$ cat src/rtl/tl_pkg.sv
// Shared TileLink-UL definitions for the fragmenter-side register bridge:
// A/D opcode encodings, the bridge FSM state type and small opcode helpers.
package tl_pkg;

    // A-channel opcodes
    localparam logic [2:0] TL_PUT_FULL        = 3'd0;
    localparam logic [2:0] TL_PUT_PARTIAL     = 3'd1;
    localparam logic [2:0] TL_ARITHMETIC_DATA = 3'd2;
    localparam logic [2:0] TL_LOGICAL_DATA    = 3'd3;
    localparam logic [2:0] TL_GET             = 3'd4;

    // D-channel opcodes
    localparam logic [2:0] TL_ACCESS_ACK      = 3'd0;
    localparam logic [2:0] TL_ACCESS_ACK_DATA = 3'd1;

    typedef enum logic [1:0] {
        IDLE   = 2'd0,
        ACCESS = 2'd1,
        RESP   = 2'd2
    } state_e;

    // Opcodes that carry write data and map to a register write.
    function automatic logic is_put(input logic [2:0] op);
        return (op == TL_PUT_FULL) || (op == TL_PUT_PARTIAL);
    endfunction

    // Opcodes whose response must carry data, even when rejected.
    function automatic logic is_get_class(input logic [2:0] op);
        return (op == TL_GET) || (op == TL_ARITHMETIC_DATA) || (op == TL_LOGICAL_DATA);
    endfunction

endpackage

$ cat src/rtl/tl_regbus_bridge_if.sv
// Bundle of the TL-UL A/D channels and the req/ack register bus seen by the
// bridge. The slave modport is the bridge's view; master is the environment.
interface tl_regbus_bridge_if #(
    parameter int ADDR_W = 28,
    parameter int SRC_W  = 10
) ();

    // TL A channel
    logic              a_ready;
    logic              a_valid;
    logic [2:0]        a_opcode;
    logic [2:0]        a_param;
    logic [1:0]        a_size;
    logic [SRC_W-1:0]  a_source;
    logic [ADDR_W-1:0] a_address;
    logic [3:0]        a_mask;
    logic [31:0]       a_data;
    logic              a_corrupt;

    // TL D channel
    logic              d_ready;
    logic              d_valid;
    logic [2:0]        d_opcode;
    logic [1:0]        d_size;
    logic [SRC_W-1:0]  d_source;
    logic [31:0]       d_data;

    // Register bus
    logic              reg_req;
    logic              reg_we;
    logic [ADDR_W-3:0] reg_addr;
    logic [3:0]        reg_be;
    logic [31:0]       reg_wdata;
    logic              reg_ack;
    logic [31:0]       reg_rdata;

    modport slave (
        output a_ready,
        input  a_valid, a_opcode, a_param, a_size, a_source, a_address,
        input  a_mask, a_data, a_corrupt,
        input  d_ready,
        output d_valid, d_opcode, d_size, d_source, d_data,
        output reg_req, reg_we, reg_addr, reg_be, reg_wdata,
        input  reg_ack, reg_rdata
    );

    modport master (
        input  a_ready,
        output a_valid, a_opcode, a_param, a_size, a_source, a_address,
        output a_mask, a_data, a_corrupt,
        output d_ready,
        input  d_valid, d_opcode, d_size, d_source, d_data,
        input  reg_req, reg_we, reg_addr, reg_be, reg_wdata,
        output reg_ack, reg_rdata
    );

endinterface

$ cat src/rtl/tl_regbus_bridge.sv
// Single-beat TL-UL slave behind the fragmenter: each accepted A beat becomes
// one req/ack register access, answered on D. A watchdog bounds the wait for
// reg_ack so a hung peripheral cannot stall the fragmenter.
module tl_regbus_bridge
    import tl_pkg::*;
#(
    parameter int          ADDR_W  = 28,
    parameter int          SRC_W   = 10,
    parameter int          TIMEOUT = 255,
    parameter logic [31:0] TO_DATA = 32'hDEAD_BEEF
) (
    input  logic                  clock,
    input  logic                  reset,
    tl_regbus_bridge_if.slave     bus,
    output logic                  timeout_pulse
);

    localparam int CNT_W = $clog2(TIMEOUT + 1);
    // Last count at which the access may still be acked; expiry fires here.
    localparam logic [CNT_W-1:0] CNT_LAST = CNT_W'(TIMEOUT - 1);
    localparam logic [CNT_W-1:0] CNT_MAX  = CNT_W'(TIMEOUT);

    state_e            state_reg;
    logic [CNT_W-1:0]  cnt_reg;
    logic              a_ready_reg;
    logic              d_valid_reg;
    logic [2:0]        d_opcode_reg;
    logic [1:0]        d_size_reg;
    logic [SRC_W-1:0]  d_source_reg;
    logic [31:0]       d_data_reg;
    logic              reg_req_reg;
    logic              reg_we_reg;
    logic [ADDR_W-3:0] reg_addr_reg;
    logic [3:0]        reg_be_reg;
    logic [31:0]       reg_wdata_reg;
    logic              timeout_pulse_reg;

    logic a_fire;
    logic a_supported;
    logic resp_has_data;
    logic unused_inputs;

    assign a_fire        = bus.a_valid & a_ready_reg;
    assign a_supported   = (is_put(bus.a_opcode) || (bus.a_opcode == TL_GET))
                           && (bus.a_size != 2'd3);
    // The D opcode chosen at accept time doubles as the "this was a Get" flag.
    assign resp_has_data = (d_opcode_reg == TL_ACCESS_ACK_DATA);
    // a_param and the byte offset within the word carry no meaning here.
    assign unused_inputs = ^{bus.a_param, bus.a_address[1:0]};

    // Bridge FSM: accept one A beat, run the register access, hold D until taken.
    always_ff @(posedge clock) begin
        if (!reset) begin
            state_reg         <= IDLE;
            cnt_reg           <= '0;
            a_ready_reg       <= 1'b0;
            d_valid_reg       <= 1'b0;
            d_opcode_reg      <= '0;
            d_size_reg        <= '0;
            d_source_reg      <= '0;
            d_data_reg        <= '0;
            reg_req_reg       <= 1'b0;
            reg_we_reg        <= 1'b0;
            reg_addr_reg      <= '0;
            reg_be_reg        <= '0;
            reg_wdata_reg     <= '0;
            timeout_pulse_reg <= 1'b0;
        end else begin
            timeout_pulse_reg <= 1'b0;
            case (state_reg)
                IDLE: begin
                    a_ready_reg <= 1'b1;
                    if (a_fire) begin
                        a_ready_reg  <= 1'b0;
                        d_size_reg   <= bus.a_size;
                        d_source_reg <= bus.a_source;
                        d_data_reg   <= '0;
                        d_opcode_reg <= is_get_class(bus.a_opcode) ? TL_ACCESS_ACK_DATA
                                                                   : TL_ACCESS_ACK;
                        if (a_supported) begin
                            state_reg     <= ACCESS;
                            cnt_reg       <= '0;
                            reg_req_reg   <= 1'b1;
                            reg_we_reg    <= is_put(bus.a_opcode);
                            reg_addr_reg  <= bus.a_address[ADDR_W-1:2];
                            reg_wdata_reg <= bus.a_data;
                            // A corrupt Put still runs the bus cycle but writes no bytes.
                            if (!is_put(bus.a_opcode)) begin
                                reg_be_reg <= 4'hF;
                            end else if (bus.a_corrupt) begin
                                reg_be_reg <= 4'h0;
                            end else begin
                                reg_be_reg <= bus.a_mask;
                            end
                        end else begin
                            state_reg   <= RESP;
                            d_valid_reg <= 1'b1;
                        end
                    end
                end
                ACCESS: begin
                    if (bus.reg_ack) begin
                        // Ack wins over a simultaneous watchdog expiry.
                        reg_req_reg <= 1'b0;
                        d_valid_reg <= 1'b1;
                        state_reg   <= RESP;
                        if (resp_has_data) begin
                            d_data_reg <= bus.reg_rdata;
                        end
                    end else if (cnt_reg == CNT_LAST) begin
                        reg_req_reg       <= 1'b0;
                        timeout_pulse_reg <= 1'b1;
                        d_valid_reg       <= 1'b1;
                        state_reg         <= RESP;
                        cnt_reg           <= CNT_MAX;
                        if (resp_has_data) begin
                            d_data_reg <= TO_DATA;
                        end
                    end else if (cnt_reg != CNT_MAX) begin
                        cnt_reg <= cnt_reg + 1'b1;
                    end
                end
                RESP: begin
                    if (bus.d_ready) begin
                        d_valid_reg <= 1'b0;
                        a_ready_reg <= 1'b1;
                        state_reg   <= IDLE;
                    end
                end
                default: begin
                    state_reg <= IDLE;
                end
            endcase
        end
    end

    assign bus.a_ready    = a_ready_reg;
    assign bus.d_valid    = d_valid_reg;
    assign bus.d_opcode   = d_opcode_reg;
    assign bus.d_size     = d_size_reg;
    assign bus.d_source   = d_source_reg;
    assign bus.d_data     = d_data_reg;
    assign bus.reg_req    = reg_req_reg;
    assign bus.reg_we     = reg_we_reg;
    assign bus.reg_addr   = reg_addr_reg;
    assign bus.reg_be     = reg_be_reg;
    assign bus.reg_wdata  = reg_wdata_reg;
    assign timeout_pulse  = timeout_pulse_reg;

endmodule

$ cat src/flat_wrapper.sv
// flat-port wrapper written by rule: the top's interface ports become plain ports
module tl_regbus_bridge_flat import tl_pkg::*;
#(
    parameter int          ADDR_W  = 28,
    parameter int          SRC_W   = 10,
    parameter int          TIMEOUT = 255,
    parameter logic [31:0] TO_DATA = 32'hDEAD_BEEF
)
  (clock, reset, timeout_pulse, bus_a_ready, bus_a_valid, bus_a_opcode, bus_a_param, bus_a_size, bus_a_source, bus_a_address, bus_a_mask, bus_a_data, bus_a_corrupt, bus_d_ready, bus_d_valid, bus_d_opcode, bus_d_size, bus_d_source, bus_d_data, bus_reg_req, bus_reg_we, bus_reg_addr, bus_reg_be, bus_reg_wdata, bus_reg_ack, bus_reg_rdata);
  tl_regbus_bridge_if #(.ADDR_W(ADDR_W), .SRC_W(SRC_W)) bus_i ();
  input  logic clock;
  input  logic reset;
  output logic timeout_pulse;
  output wire logic [$bits(bus_i.a_ready)-1:0] bus_a_ready;
  input wire logic [$bits(bus_i.a_valid)-1:0] bus_a_valid;
  input wire logic [$bits(bus_i.a_opcode)-1:0] bus_a_opcode;
  input wire logic [$bits(bus_i.a_param)-1:0] bus_a_param;
  input wire logic [$bits(bus_i.a_size)-1:0] bus_a_size;
  input wire logic [$bits(bus_i.a_source)-1:0] bus_a_source;
  input wire logic [$bits(bus_i.a_address)-1:0] bus_a_address;
  input wire logic [$bits(bus_i.a_mask)-1:0] bus_a_mask;
  input wire logic [$bits(bus_i.a_data)-1:0] bus_a_data;
  input wire logic [$bits(bus_i.a_corrupt)-1:0] bus_a_corrupt;
  input wire logic [$bits(bus_i.d_ready)-1:0] bus_d_ready;
  output wire logic [$bits(bus_i.d_valid)-1:0] bus_d_valid;
  output wire logic [$bits(bus_i.d_opcode)-1:0] bus_d_opcode;
  output wire logic [$bits(bus_i.d_size)-1:0] bus_d_size;
  output wire logic [$bits(bus_i.d_source)-1:0] bus_d_source;
  output wire logic [$bits(bus_i.d_data)-1:0] bus_d_data;
  output wire logic [$bits(bus_i.reg_req)-1:0] bus_reg_req;
  output wire logic [$bits(bus_i.reg_we)-1:0] bus_reg_we;
  output wire logic [$bits(bus_i.reg_addr)-1:0] bus_reg_addr;
  output wire logic [$bits(bus_i.reg_be)-1:0] bus_reg_be;
  output wire logic [$bits(bus_i.reg_wdata)-1:0] bus_reg_wdata;
  input wire logic [$bits(bus_i.reg_ack)-1:0] bus_reg_ack;
  input wire logic [$bits(bus_i.reg_rdata)-1:0] bus_reg_rdata;
  assign bus_a_ready = bus_i.a_ready;
  assign bus_i.a_valid = bus_a_valid;
  assign bus_i.a_opcode = bus_a_opcode;
  assign bus_i.a_param = bus_a_param;
  assign bus_i.a_size = bus_a_size;
  assign bus_i.a_source = bus_a_source;
  assign bus_i.a_address = bus_a_address;
  assign bus_i.a_mask = bus_a_mask;
  assign bus_i.a_data = bus_a_data;
  assign bus_i.a_corrupt = bus_a_corrupt;
  assign bus_i.d_ready = bus_d_ready;
  assign bus_d_valid = bus_i.d_valid;
  assign bus_d_opcode = bus_i.d_opcode;
  assign bus_d_size = bus_i.d_size;
  assign bus_d_source = bus_i.d_source;
  assign bus_d_data = bus_i.d_data;
  assign bus_reg_req = bus_i.reg_req;
  assign bus_reg_we = bus_i.reg_we;
  assign bus_reg_addr = bus_i.reg_addr;
  assign bus_reg_be = bus_i.reg_be;
  assign bus_reg_wdata = bus_i.reg_wdata;
  assign bus_i.reg_ack = bus_reg_ack;
  assign bus_i.reg_rdata = bus_reg_rdata;
  tl_regbus_bridge #(.ADDR_W(ADDR_W), .SRC_W(SRC_W), .TIMEOUT(TIMEOUT), .TO_DATA(TO_DATA)) u_core (.clock(clock), .reset(reset), .bus(bus_i), .timeout_pulse(timeout_pulse));
endmodule
$ cat config.mk
export PLATFORM = sky130hd
export DESIGN_NAME = tl_regbus_bridge_flat
export DESIGN_NICKNAME = d
export VERILOG_FILES = /design/src/rtl/tl_pkg.sv /design/src/rtl/tl_regbus_bridge_if.sv /design/src/rtl/tl_regbus_bridge.sv /design/src/flat_wrapper.sv
export SDC_FILE = /design/constraint.sdc
export NUM_CORES = 1
export LEC_CHECK = 0
export BUFFER_PORTS_ARGS = -buffer_cell sky130_fd_sc_hd__clkbuf_2
export CORE_MARGIN = 2
export CORE_UTILIZATION = 25
export DETAILED_ROUTE_END_ITERATION = 6
export PLACE_DENSITY = 0.48
export REMOVE_ABC_BUFFERS = 1
export SYNTH_ARGS = -nofsm -noshare
export SYNTH_HDL_FRONTEND = slang
export SYNTH_SLANG_ARGS = --single-unit
$ cat constraint.sdc
create_clock -name clock -period 1.75 [get_ports clock]
set_input_delay 0.2625 -clock clock [delete_from_list [all_inputs] [get_ports clock]]
set_output_delay 0.2625 -clock clock [all_outputs]
set_load 0.1 [all_outputs]
==> out/qor.csv, run 1 <==
stage,metric,value,unit
outcome,status,completed,
layout,design_area,7320,µm²
pwr,p_clk_share,49.0,%
sta,finalClockSkew,0.0102,ns
placement,pre_cts_slack,0.0251,ns
synthesis,synth-edff-count,0,
critical_path,cp_max_fo,8,
critical_path,arrival,1.99,ns
cts,cts_tree,done,
synthesis,yosysSeqAreaShare,48.4,%
cts,clk_pin_slew,0.06,ns
floorplanning,die_area,21300,µm²
pwr,switching_share,27.6,%
placement,placed_cell_area,6580,µm²
cts,htree_levels,4,
cts,clk-insertion-delay-late,0.41,ns
drt,wl_met2,6660,µm
sta,slew_headroom,62.4,%
synthesis,async_flop_share,0,%
cts,numClockSinks,122,
drt,antenna_left,0,
layout,finalNonFillerCells,1091,
global_routing,grt_pass1_vias,4649,
cts,root_buffer,clkbuf_16,
cts,numCtsBuffers,17,
pwr,internal_power,5.72,mW
floorplanning,start_util,25.7,%
synthesis,yosysWarningCount,0,
global_routing,overflow,0,
pwr,vdd_drop_max,583,µV
sta,fin_hold_ws,0.0645,ns
global_routing,track_usage,14.0,%
pwr,combPwrFrac,14.5,%
sta,min_period_over_period,94.1,%
sta,slew_viol_final,0,
hold_path,min_path_type,primary input to register,
synthesis,avgSynthCellArea,8.71,µm²
drt,drtPass1Iterations,5,
global_routing,grt_max_degree,84,
global_routing,grt_pass1_wl,24100,µm
floorplanning,core_area,19700,µm²
synthesis,synthTopCellsByArea,"dfxtp_1 48%, nand2_1 14%, mux2i_1 6.5%",
drt,routed_wl,15100,µm
synthesis,ys_ff_latch,122,
synthesis,synth.distinct_cells,49,
synthesis,synthTopCellsByCount,"193 x nand2_1, 122 x dfxtp_1, 43 x a21boi_1",
placement,dp.cells,1056,
drt,drt-initial-drc-count,153,
critical_path,path_class,register to register,
sta,setup_viol,0,
synthesis,synth_cells,579,
pwr,leakagePower,3.28,nW
sta,worstMarginPinSlew,0.567,ns
placement,place.gp.congestion,0.738,
pwr,p_total,7.90,mW
drt,highest_layer,met4,
floorplanning,chipHeight,146,µm
sta,fin_ws,0.104,ns
sta,rsz0062_at_grt,yes,
critical_path,start_kind,register,
layout,nFillCells,2087,
layout,final_layout_size_suffix_gt1_share,36.9,%
drt,vias_per_cell,4.31,
synthesis,synth_area_leader_cell,dfxtp_1,
synthesis,synth_area,5040,µm²
synthesis,post-synth-top-area-fraction,48.4,%
drt,post_drt_wl_per_cell,13.8,µm
critical_path,worst_ep_required_time,2.09,ns
synthesis,synthFlopType,dfxtp_1,
drt,met3WireLength,1170,µm
layout,fin_nets,936,
sta,hold_violations,0,
pwr,powerDensity,1080,nW/µm²
cts,cts.path.max_buffers,2,
floorplanning,die_w,146,µm
critical_path,crit_path_end_kind,register,
sta,post-route-min-period,1.65,ns
drt,met1_length,7100,µm
placement,hpwl,10600,µm
drt,via_count,4702,
sta,fmax,0.607,GHz
floorplanning,ios,234,
floorplanning,num_rows,51,
synthesis,synth.most_common_cell,nand2_1,
placement,port_buffers,226,
run,drv_cap,0,
pwr,p_seq_share,36.6,%
drt,drcViolationCount,0,
pwr,p_sw,2.18,mW
layout,insertedDiodeCount,0,
layout,synthToLayoutAreaGrowth,45.2,%
global_routing,antenna_found_initial,0,
## critical path, cell delays in order (launching register included)
cell and delay [ns]:
dfxtp_1 0.44, or3b_1 0.44, o221ai_4 0.18, buf_12 0.16, buf_6 0.16, mux2i_1 0.19
## layout make-up
| class | count | area (µm²) | area share (%) |
|---|---|---|---|
| clock buffer | 17 | 425 | 5.81 |
| sequential | 122 | 2440 | 33.4 |
| timing repair buffer | 260 | 1520 | 20.7 |
| multi-input combinational | 407 | 2360 | 32.2 |
| clock inverter | 14 | 221 | 3.02 |
| inverter | 6 | 22.5 | 0.308 |
| tap | 265 | 332 | 4.53 |
## kinds of logic (layout without fill, tap and decap cells)
logic type	count (synthesis)	count (layout)	synth area share [%]
DFF	122	122	48.4
and+or+nand+nor	236	236	19.5
adders and majority gates	2	2	0.496
buffers and inverters	51	297	5.21
xor gates and xnor gates	1	1	0.174
other	1	2	0.0743
AOI/OAI and AO/OA	133	133	19.5
muxes	33	33	6.55
## through the flow
step / util (%) / TNS (ns)
floorplan: - / -201.43
global placement: 33.5 / 0
detailed placement: 33.5 / 0
CTS: 36.8 / 0
global route: 37.3 / -0.00341
finish: 37.3 / 0
## power groups by stage
stage          Sequential (mW)  Clock [mW]  Combinational (mW)
3_3_place_gp              2.95           0                1.10
5_1_grt                   2.90        4.11                1.21
2_1_floorplan             3.42           0               0.263
4_1_cts                   2.89        3.98                1.10
3_5_place_dp              2.95           0                1.10
6_report                  2.89        3.87                1.14
## final timing paths
kind                            slack [ns]                    from  depth (start not counted)                  endpoint
worst max-delay path                  0.10     u_core.state_reg[0]                          5     u_core.bus.d_data[27]
worst min-delay path                  0.06          bus_a_data[29]                          3  u_core.bus.reg_wdata[29]
worst max register to register        0.10     u_core.state_reg[0]                          5     u_core.bus.d_data[27]
worst min register to register        0.45  u_core.bus.reg_addr[3]                          2    u_core.bus.reg_addr[3]
## placed cells by master (no fill, tap or decap), types with 4 or more instances in the layout
master | Yosys | routed
nand3_1 | 10 | 9
inv_1 | 6 | 6
nor2_1 | 11 | 11
a21oi_1 | 4 | 4
buf_4 | 5 | 24
a21boi_1 | 43 | 43
o221a_1 | 4 | 4
nor2b_1 | 4 | 4
o21ai_0 | 29 | 29
buf_12 | 0 | 7
nand2_1 | 193 | 192
a21boi_0 | 33 | 33
clkbuf_2 | 0 | 225
mux2i_1 | 33 | 33
clkbuf_16 | 0 | 19
bufinv_16 | 0 | 5
dfxtp_1 | 122 | 122
## timing repair
action | in CTS | in global routing
gates resized for setup | 0 | 3
endpoints found under the setup margin | 0 | 33
endpoints found under the hold margin | 0 | 0
hold buffers | 0 | 0
buffers inserted | 0 | 1
## routing by layer
layer | global-route usage (%) | up-vias
li1 | - | 2411
met1 | 17.9 | 2115
met2 | 21.8 | 167
met3 | 5.06 | 9
met4 | 4.66 | 0
met5 | 0 | -
(Power assumes the default switching activity.)
==> inputs of run 2 (changes only) <==
--- a/config.mk
+++ b/config.mk
@@ -7,9 +7,9 @@
 export LEC_CHECK = 0
 export BUFFER_PORTS_ARGS = -buffer_cell sky130_fd_sc_hd__clkbuf_2
 export CORE_MARGIN = 2
-export CORE_UTILIZATION = 25
+export CORE_UTILIZATION = 42
 export DETAILED_ROUTE_END_ITERATION = 6
-export PLACE_DENSITY = 0.48
+export PLACE_DENSITY = 0.74
 export REMOVE_ABC_BUFFERS = 1
 export SYNTH_ARGS = -nofsm -noshare
 export SYNTH_HDL_FRONTEND = slang
==> out/qor.csv, run 2 (synthesis gave the netlist of run 1 again) <==
stage,metric,value,unit,change
critical_path,cp_max_fo,9,,+1
cts,numCtsBuffers,17,,unchanged
cts,post_cts_buffers,0,,unchanged
drt,drt-initial-drc-count,351,,+130%
sta,fin_tns_setup,0,ns,unchanged
sta,slew_viol_final,0,,unchanged
floorplanning,die_w,114,µm,-22%
global_routing,met1_usage,24.6,%,+6.7 points
drt,routed_wl,13700,µm,-9.2%
critical_path,arrival,1.97,ns,-0.02 ns
floorplanning,core_area,11900,µm²,-40%
pwr,p_seq_share,37.7,%,+1.1 points
hold_path,min_path_type,primary input to register,,
global_routing,grt_max_degree,60,,-29%
run,drv_cap,0,,unchanged
layout,nFillCells,1070,,-49%
global_routing,grt-busiest-layer,met2,,
critical_path,crit_path_end_kind,register,,
global_routing,grt_pass1_wl,21100,µm,-12%
sta,hold_violations,0,,unchanged
floorplanning,num_rows,40,,-22%
layout,design_area,7060,µm²,-3.7%
pwr,powerDensity,1090,nW/µm²,+0.89%
floorplanning,die_area,12900,µm²,-40%
cts,clk_pin_slew,0.05,ns,about the same
critical_path,worstPathCellList,nor4bb_2 -> buf_4 -> nand2_2 -> or3_4 -> o221a_1,,
cts,htree_levels,4,,unchanged
pwr,combPwrFrac,14.1,%,-0.4 points
layout,final_layout_size_suffix_gt1_share,36.3,%,-0.63 points
global_routing,overflow,0,,unchanged
pwr,leakagePower,3.23,nW,-1.5%
sta,finalClockSkew,0.00646,ns,-0.00379 ns
drt,drcViolationCount,0,,unchanged
critical_path,cpPeakStageDelay,0.40,ns,-0.04 ns
global_routing,track_usage,20.8,%,+6.9 points
floorplanning,ios,234,,unchanged
drt,post_drt_wl_per_cell,14.1,µm,+2.3%
cts,cts.path.max_buffers,2,,unchanged
drt,drtPass1Iterations,4,,-1
sta,fmax,0.599,GHz,-1.4%
drt,via_count,4735,,+0.70%
drt,antenna_left,0,,unchanged
placement,hpwl,9510,µm,-10%
layout,final_cell_mix,"225 x clkbuf_2, 192 x nand2_1, 121 x dfxtp_1",,
drt,vias_per_cell,4.89,,+13%
sta,min_period_over_period,95.4,%,+1.3 points
placement,place.gp.congestion,0.839,,+14%
critical_path,path_class,register to register,,
critical_path,start_kind,register,,
placement,placed_cell_area,6380,µm²,-3.0%
placement,port_buffers,226,,unchanged
global_routing,grt_pass1_vias,4329,,-6.9%
critical_path,cpMaxStageDelayCell,dfxtp_1,,
sta,slew_headroom,60.9,%,-1.5 points
sta,post-route-min-period,1.67,ns,+0.0228 ns
cts,root_buffer,clkbuf_16,,
pwr,p_sw,2.01,mW,-7.8%
layout,final_common_cell,clkbuf_2,,
floorplanning,chipHeight,114,µm,-22%
pwr,switching_share,26.2,%,-1.4 points
sta,worstMarginPinSlew,0.589,ns,+0.0219 ns
pwr,p_clk_share,48.2,%,-0.8 points
cts,numClockSinks,122,,unchanged
sta,setup_viol,0,,unchanged
critical_path,worst_ep_required_time,2.05,ns,-0.04 ns
sta,rsz0062_at_grt,yes,,
hold_path,holdPathStages,3,,unchanged
critical_path,r2r_setup_slack,0.08,ns,-0.02 ns
global_routing,use_met2,35.2,%,+13 points
outcome,status,completed,,
pwr,internal_power,5.67,mW,-0.88%
layout,fin_nets,931,,-0.53%
floorplanning,start_util,42.5,%,+17 points
critical_path,rr_worst_depth,5,,unchanged
cts,cts_tree,done,,
layout,insertedDiodeCount,0,,unchanged
cts,clk-insertion-delay-late,0.41,ns,about the same
pwr,vdd_drop_max,504,µV,-14%
global_routing,use_met3,7.39,%,+2.3 points
global_routing,antenna_found_initial,0,,unchanged
layout,synthToLayoutAreaGrowth,39.9,%,
[run 2: cell types whose count changed in the layout (fill, tap and decap cells not counted), sizes merged]
cell and delta:
clkbuf +5, buf -4, clkinvlp -3, inv -2, bufinv -1
[run 2: worst paths after layout]
| check | startpoint | endpoint |
|---|---|---|
| worst max-delay path | u_core.state_reg[1] | u_core.bus.reg_be[1] |
| worst min-delay path | bus_a_data[12] | u_core.bus.reg_wdata[12] |
| worst max register to register | u_core.state_reg[1] | u_core.bus.reg_be[1] |
| worst min register to register | u_core.bus.reg_wdata[2] | u_core.bus.reg_wdata[2] |
[run 2: worst max-delay path, delay by kind of cell (launching register included)]
family	cells	cell delay, ns
simple gates	3	0.76
flops	1	0.40
compound gates	1	0.23
buf+inv	1	0.17
[run 2: what timing repair did]
action | 4_1_cts | 5_1_grt
hold buffers | 0 | 0
endpoints found under the setup margin | 1 | 37
gates resized for setup | 1 | 4
gates cloned | 0 | 1
[run 2: cell type report]
cell class	count	area, µm²	area share, %
inverter	6	22.5	0.319
clock inverter	8	140	1.99
sequential	122	2440	34.6
clock buffer	23	488	6.92
tap	147	184	2.61
multi-input combinational	407	2370	33.6
timing repair buffer	255	1410	20.0
[run 2: power groups by stage]
stage	sequential (mW)	clock [mW]	combinational, mW
2_1_floorplan	3.42	0	0.263
3_3_place_gp	2.95	0	1.07
3_5_place_dp	2.95	0	1.08
4_1_cts	2.89	3.78	1.08
5_1_grt	2.90	3.92	1.14
6_report	2.89	3.70	1.08
[run 2: per-layer routing]
metal	share of wire (%)	vias up
li1	-	2394
met1	42	2163
met2	49	164
met3	7.4	14
met4	1.1	0
met5	0	-
[run 2: through the flow]
step | setup WS (ns) | std cells | power [mW] | hold slack (ns) | util (%)
3_5_place_dp | 0.00863 | 936 | 4.03 | 0.444 | 53.8
6_report | 0.0810 | 968 | 7.68 | 0.0681 | 59.5
4_1_cts | 0.0396 | 967 | 7.75 | 0.0494 | 59.1
3_3_place_gp | 0.0704 | 936 | 4.02 | 0.441 | 53.8
2_1_floorplan | -2.88 | 535 | 3.68 | 0.371 | -
5_1_grt | -0.00223 | 968 | 7.96 | 0.0490 | 59.5
